File: src/rtl/i2s_tx.sv
// Philips I2S transmitter: buffers one mono sample per frame and serialises it
// to both channels, generating BCLK/LRCLK from the system clock.
module i2s_tx #(
  parameter int WIDTH     = 24,
  parameter int SLOT_BITS = 32,
  parameter int HALF_DIV  = 4
) (
  input  logic             clk,
  input  logic             rstn,
  input  logic [WIDTH-1:0] sample_in,
  input  logic             sample_valid,
  output logic             sample_ready,
  output logic             i2s_bclk,
  output logic             i2s_lrclk,
  output logic             i2s_sdata,
  output logic             frame_start,
  output logic             underrun,
  output logic [7:0]       overflow_cnt
);

  localparam int FRAME = 2 * SLOT_BITS;
  localparam int HW    = (HALF_DIV > 1) ? $clog2(HALF_DIV) : 1;
  localparam int BW    = $clog2(FRAME);
  localparam int SW    = (WIDTH > 1) ? $clog2(WIDTH) : 1;

  localparam logic [HW-1:0] HALF_LAST = HW'(HALF_DIV - 1);
  localparam logic [BW-1:0] BIT_LAST  = BW'(FRAME - 1);

  logic [HW-1:0]    half_cnt;
  logic [BW-1:0]    bit_cnt;
  logic [BW-1:0]    bit_nxt;
  logic [BW-1:0]    p_nxt;
  logic             lr_nxt;
  logic             sdata_nxt;
  logic [SW-1:0]    sel;
  logic             tick;
  logic             fall;
  logic             boundary;
  logic [WIDTH-1:0] hold_reg;
  logic [WIDTH-1:0] last_reg;
  logic [WIDTH-1:0] shifter;

  assign tick     = (half_cnt == HALF_LAST);
  assign fall     = tick && i2s_bclk;
  assign boundary = fall && (bit_cnt == BIT_LAST);

  // Position within the slot after the coming falling edge; one-bit I2S delay
  // puts the MSB at p=1. Modular index arithmetic keeps WIDTH-p in range.
  always_comb begin
    bit_nxt   = (bit_cnt == BIT_LAST) ? '0 : bit_cnt + BW'(1);
    lr_nxt    = (bit_nxt >= BW'(SLOT_BITS));
    p_nxt     = lr_nxt ? bit_nxt - BW'(SLOT_BITS) : bit_nxt;
    sel       = SW'(WIDTH) - SW'(p_nxt);
    sdata_nxt = 1'b0;
    if (p_nxt != '0 && p_nxt <= BW'(WIDTH))
      sdata_nxt = shifter[sel];
  end

  always_ff @(posedge clk or negedge rstn) begin
    if (!rstn) begin
      half_cnt  <= '0;
      i2s_bclk  <= 1'b0;
      bit_cnt   <= BIT_LAST;
      i2s_lrclk <= 1'b1;
      i2s_sdata <= 1'b0;
    end else begin
      if (tick) begin
        half_cnt <= '0;
        i2s_bclk <= ~i2s_bclk;
      end else begin
        half_cnt <= half_cnt + HW'(1);
      end
      if (fall) begin
        bit_cnt   <= bit_nxt;
        i2s_lrclk <= lr_nxt;
        i2s_sdata <= sdata_nxt;
      end
    end
  end

  // A boundary load frees the holding slot in the same cycle, so a sample
  // arriving exactly then is captured rather than counted as dropped.
  always_ff @(posedge clk or negedge rstn) begin
    if (!rstn) begin
      sample_ready <= 1'b1;
      hold_reg     <= '0;
      last_reg     <= '0;
      shifter      <= '0;
      frame_start  <= 1'b0;
      underrun     <= 1'b0;
      overflow_cnt <= 8'd0;
    end else begin
      frame_start <= boundary;
      underrun    <= boundary && sample_ready;
      if (boundary) begin
        if (!sample_ready) begin
          shifter  <= hold_reg;
          last_reg <= hold_reg;
        end else begin
          shifter <= last_reg;
        end
      end
      if (sample_valid && (sample_ready || boundary)) begin
        hold_reg     <= sample_in;
        sample_ready <= 1'b0;
      end else if (boundary) begin
        sample_ready <= 1'b1;
      end else if (sample_valid && overflow_cnt != 8'hFF) begin
        overflow_cnt <= overflow_cnt + 8'd1;
      end
    end
  end

endmodule

File: config.mk
export PLATFORM = sky130hd
export DESIGN_NAME = i2s_tx
export DESIGN_NICKNAME = d
export VERILOG_FILES = /design/src/rtl/i2s_tx.sv
export SDC_FILE = /design/constraint.sdc
export NUM_CORES = 1
export LEC_CHECK = 0
export ABC_AREA = 0
export CORE_MARGIN = 2
export CORE_UTILIZATION = 50
export CTS_CLUSTER_DIAMETER = 150
export DETAILED_ROUTE_END_ITERATION = 6
export GPL_TIMING_DRIVEN = 0
export PLACE_DENSITY = 0.76
export SLEW_MARGIN = 0
export SYNTH_ARGS = -nofsm -noshare
export SYNTH_HDL_FRONTEND = slang
export SYNTH_SLANG_ARGS = --single-unit
File: constraint.sdc
create_clock -name clk -period 2.22 [get_ports clk]
set_input_delay 0.222 -clock clk [delete_from_list [all_inputs] [get_ports clk]]
set_output_delay 0.222 -clock clk [all_outputs]
set_load 0.02 [all_outputs]
# --- After elaboration in Yosys (flattened, before gate mapping) ---
# Index checks and enable logic that the tools add are counted.
totals:
  word_cells: 45
  input_bits: 27
  output_inout_bits: 14
  regBits: 70
op_classes:
  bitwise_logic: 4
  order_cmp: 3
  eq_ne: 3
  add_sub_neg: 5
  reduce_logical: 11
  mux: 8
op_table:
  columns: ["cell", "count"]
  rows:
  - ["$mux 6", 2]
  - ["$add 8x1->8 const B", 1]
  - ["$ne 8x8->1 const B", 1]
  - ["$add 6x1->6 const B", 1]
  - ["$eq 6x6->1 const B", 1]
  - ["$ge 6x6->1 const B", 1]
  - ["$le 6x5->1 const B", 1]
  - ["$logic_and 1x1->1", 6]
  - ["$lt 5x6->1 const B", 1]
  - ["$reduce_bool 6->1", 1]
  - ["$sub 6x6->6 const B", 1]
  - ["$bmux 1 s5", 1]
  - ["$sub 5x5->5 const A", 1]
  - ["$mux 1", 4]
  - ["$not 1->1", 4]
  - ["$reduce_and 3->1", 1]
  - ["$add 2x1->2 const B", 1]
  - ["$eq 2x2->1 const B", 1]
  - ["$mux 2", 1]
  - ["$reduce_and 2->1", 1]
  - ["$reduce_bool 2->1", 1]
  - ["$logic_or 1x1->1", 1]

# --- Longest topological paths before layout ---
depth:
  depth_word: 8
  depth_mapped: 8
  ltp_nobuf: 6

# --- Worst setup path after synthesis ---
# No wires, ideal clock.
synth_path:
  path_type: "reg2reg"
  start: "register bit_cnt[0]"
  end: "register i2s_sdata"
  stages_incl_launch_ff: 8
  setup_ns: 0.134
  n_path_buf: 2
  t_arrival_ns: 1.956
  slack_ns: 0.130
  cell_sequence: "dfstp_2 > ha_1 > buf_6 > buf_6 > mux2_2 > mux4_2 > o2111ai_1 > o211ai_2"
synth_between:
  elab_chain_cells: 8
  word_cells_on_any_way: 13
  classes_between: "add/sub: 3; order compare: 2; eq/ne: 1; mux: 5; reduce/logical: 2"
synth_rtl:
  columns: ["element", "line", "rtl"]
  rows:
  - ["start, declared", "30", "logic [BW-1:0] bit_cnt;"]
  - ["start signal, assigned", "74", "bit_cnt <= bit_nxt;"]
  - ["$add 6x1->6 / $eq 6x6->1 (equally long branches)", "50", "bit_nxt = (bit_cnt == BIT_LAST) ? '0 : bit_cnt + BW'(1);"]
  - ["$mux 6 *", "50", null]
  - ["net bit_nxt[1]", "31", "logic [BW-1:0] bit_nxt;"]
  - ["$sub 6x6->6 / $ge 6x6->1 (equally long branches)", "52, 51", null]
  - ["$mux 6 *", "52", "p_nxt = lr_nxt ? bit_nxt - BW'(SLOT_BITS) : bit_nxt;"]
  - ["$sub 5x5->5", "53", "sel = SW'(WIDTH) - SW'(p_nxt);"]
  - ["$bmux 1 s5", "56", "sdata_nxt = shifter[sel];"]
  - ["$mux 1 (implied by the code)", "56", null]
  - ["$mux 1 *", "55", "if (p_nxt != '0 && p_nxt <= BW'(WIDTH))"]
  - ["end signal, assigned", "76", "i2s_sdata <= sdata_nxt;"]
  - ["end, declared", "15", "output logic i2s_sdata,"]
# The timed path passes the listed nets; every way through them passes the cells marked *. The select of a mux whose other input is x is not followed.
# A chain may end at the register's enable or synchronous reset.

# --- Worst setup path after layout ---
# Same ends and word-level chain as after synthesis.

==> reports/results.ini <==
[status]
status = finished, violations left
violations = negative hold slack

[drt]
drt_iter0_drc = 109
wl_met1_mm = 2.69
wl_mm = 5.93
viasPerCell = 5.39
met2_wirelength_mm = 2.90
first_pass_iters = 4
final_antenna_net_count = 0
drc_errors = 0
route.met3.wl_um = 227
highest_layer = met4
routedWlPerCell_um = 15.6
vias = 2050

[logic_synthesis]
syn_avg_cell_area_sq_um = 13.2
syn-instance-count = 245
yosysMostFrequentCell = dfrtp_1
synth_edf_count = 0
synth-seq-cells = 69
netlist.area_leader.share = 0.481
synthArstFlopShare = 1.00
yosys-top-cells-count = dfrtp_1, mux2_2, nand2_1
synth_nets = 275
synth_cell_types = 44
synth_top_area_cell = dfrtp_1
ys_top_cells_by_area = dfrtp_1, mux2_2, dfstp_2
yosysWarningCount = 0
synth_ff_type = dfrtp_1
synthesis.area_sq_um = 3230
yosysSeqAreaShare = 0.538

[layout]
fill_cells = 493
drive_gt1_frac = 0.337
final_cell_area_sq_um = 3970
syn_to_final_growth_pct = 23.1
final_core_util = 0.632
layout.nets = 328
antenna_cells = 0

[hold_path]
worst_hold_path_type = primary input to asynchronous set/reset pin

[setup_path]
critical_path_class = register to register
rr_startpoint = bit_cnt[0]
r2r-end = i2s_sdata
r2r_slack_ns = 0.08
critical_path_arrival_ns = 2.40
startpoint_type = register
rr_worst_depth = 6
critPathMaxFanout = 17
crit_path_end_kind = register
critPathRequiredTime_ns = 2.48

[power]
vdd_ir_drop_max_mv = 0.436
power.total_mw = 2.94
power_density_nw_per_um2 = 739
p_leak_nw = 1.87

[clocking]
clock-sinks = 69
cts_tree = done
clk_latency_ns = 0.34
clkTransAtPathRegs_ns = 0.07
clock-root-buffer = clkbuf_8
htree_num_levels = 3
cts_buffer_depth = 2
numCtsBuffers = 9

[sta]
rsz0062_at_grt = no
worst_pin_slew_ns = 0.846
clock_skew_ns = 0.00733
setup_ws_ns = 0.0783
holdWs_ns = -0.0109
slew_headroom = 0.436
period_minus_slack_ns = 2.14
finalCritPeriodShare = 0.965
hold_viol = 13
final_max_slew_viol_count = 0
max_freq_ghz = 0.467
setup_viol = 0

[global_route]
grt_max_degree = 70
antenna_found_initial = 0
grt_usage = 0.184
grt_overflow_total = 0
first_global_vias = 2091
grt_pass1_wl_mm = 10.2

[die]
chipWidth_um = 84.3
die_area_sq_um = 7110
row_count = 29
io_pins = 41
start_util = 0.514
core_sq_um = 6280
dieHeight_um = 84.3

[run]
maxCapViolations = 0

[placement]
placedInstanceArea_sq_um = 3720
gp_congestion = 0.895
io_buffers = 40
post-place-ws_ns = -0.0771
hpwl_mm = 4.05

## critical path, cell delays in order (launching register included)
cell and delay (ns):
dfstp_2 0.58, ha_2 0.29, buf_6 0.17, mux2i_1 0.14
mux4_2 0.47, o41a_1 0.33, o211ai_2 0.07
## routing by layer
layer,global-route usage,up-vias
li1,-,987
met1,0.250,1012
met2,0.281,38
met3,0.0482,13
met4,0.0792,0
met5,0,-
## worst max path at each step
stage | from | to | slack (ns)
CTS | bit_cnt[0] | i2s_sdata | 0.006
global placement | rstn | last_reg[17] | -1.35
finish | bit_cnt[0] | i2s_sdata | 0.08
global route | half_cnt[0] | overflow_cnt[7] | 0.005
detailed placement | bit_cnt[0] | last_reg[15] | -0.08
floorplan | bit_cnt[0] | i2s_sdata | 0.13
## placed cells by master, fill, tap and decap left out, drive strengths merged, types with 3 or more instances in the layout
cell           count
mux4               3
nor3               3
buf               16
and3               3
ha                 3
mux2              53
dfstp              7
nand2             17
mux2i              8
xor2               8
nand4              3
and2               4
nand3              5
dfrtp             62
a21oi              4
o21ai              6
clkbuf            13
nor2              12
inv                3
xnor2              4
clkdlybuf4s50     39
## timing repair
item,CTS,global route
setup endpoints to repair,21,42
gates resized for setup,2,5
buffers inserted,0,3
pin swaps,0,2
cloned,0,0
hold buffers,0,0
## power breakdown
part / switching [mW] / total [mW] / internal, mW / leakage [nW]
Combinational: 0.184 / 0.402 / 0.218 / 0.867
Sequential: 0.0934 / 1.45 / 1.36 / 0.902
Clock: 0.452 / 1.08 / 0.632 / 0.101
## cells by family (layout without fill, tap and decap cells)
group	Yosys count	in the layout	synth area share
and+or+nand+nor	52	52	0.0815
AOI/OAI and AO/OA	28	28	0.0663
adders and majority gates	3	3	0.0116
muxes	64	64	0.232
xor gates and xnor gates	12	12	0.0326
DFF	69	69	0.538
buffers and inverters	17	75	0.0380
## metrics by stage
stage / std cells / TNS, ns
after floorplan: 245 / 0
after global placement: 362 / -88.71
after detailed placement: 362 / -1.28
after CTS: 378 / 0
after global routing: 380 / 0
final: 380 / 0
## area by class of cell
cell class | count | area (sq um) | area share
clock buffer | 12 | 135 | 0.0340
tap | 77 | 96.3 | 0.0243
buffer | 13 | 100 | 0.0252
timing repair buffer | 43 | 420 | 0.106
multi-input combinational | 159 | 1400 | 0.352
sequential | 69 | 1740 | 0.437
inverter | 3 | 11.3 | 0.00284
clock inverter | 4 | 72.6 | 0.0183
(Power assumes the default switching activity.)
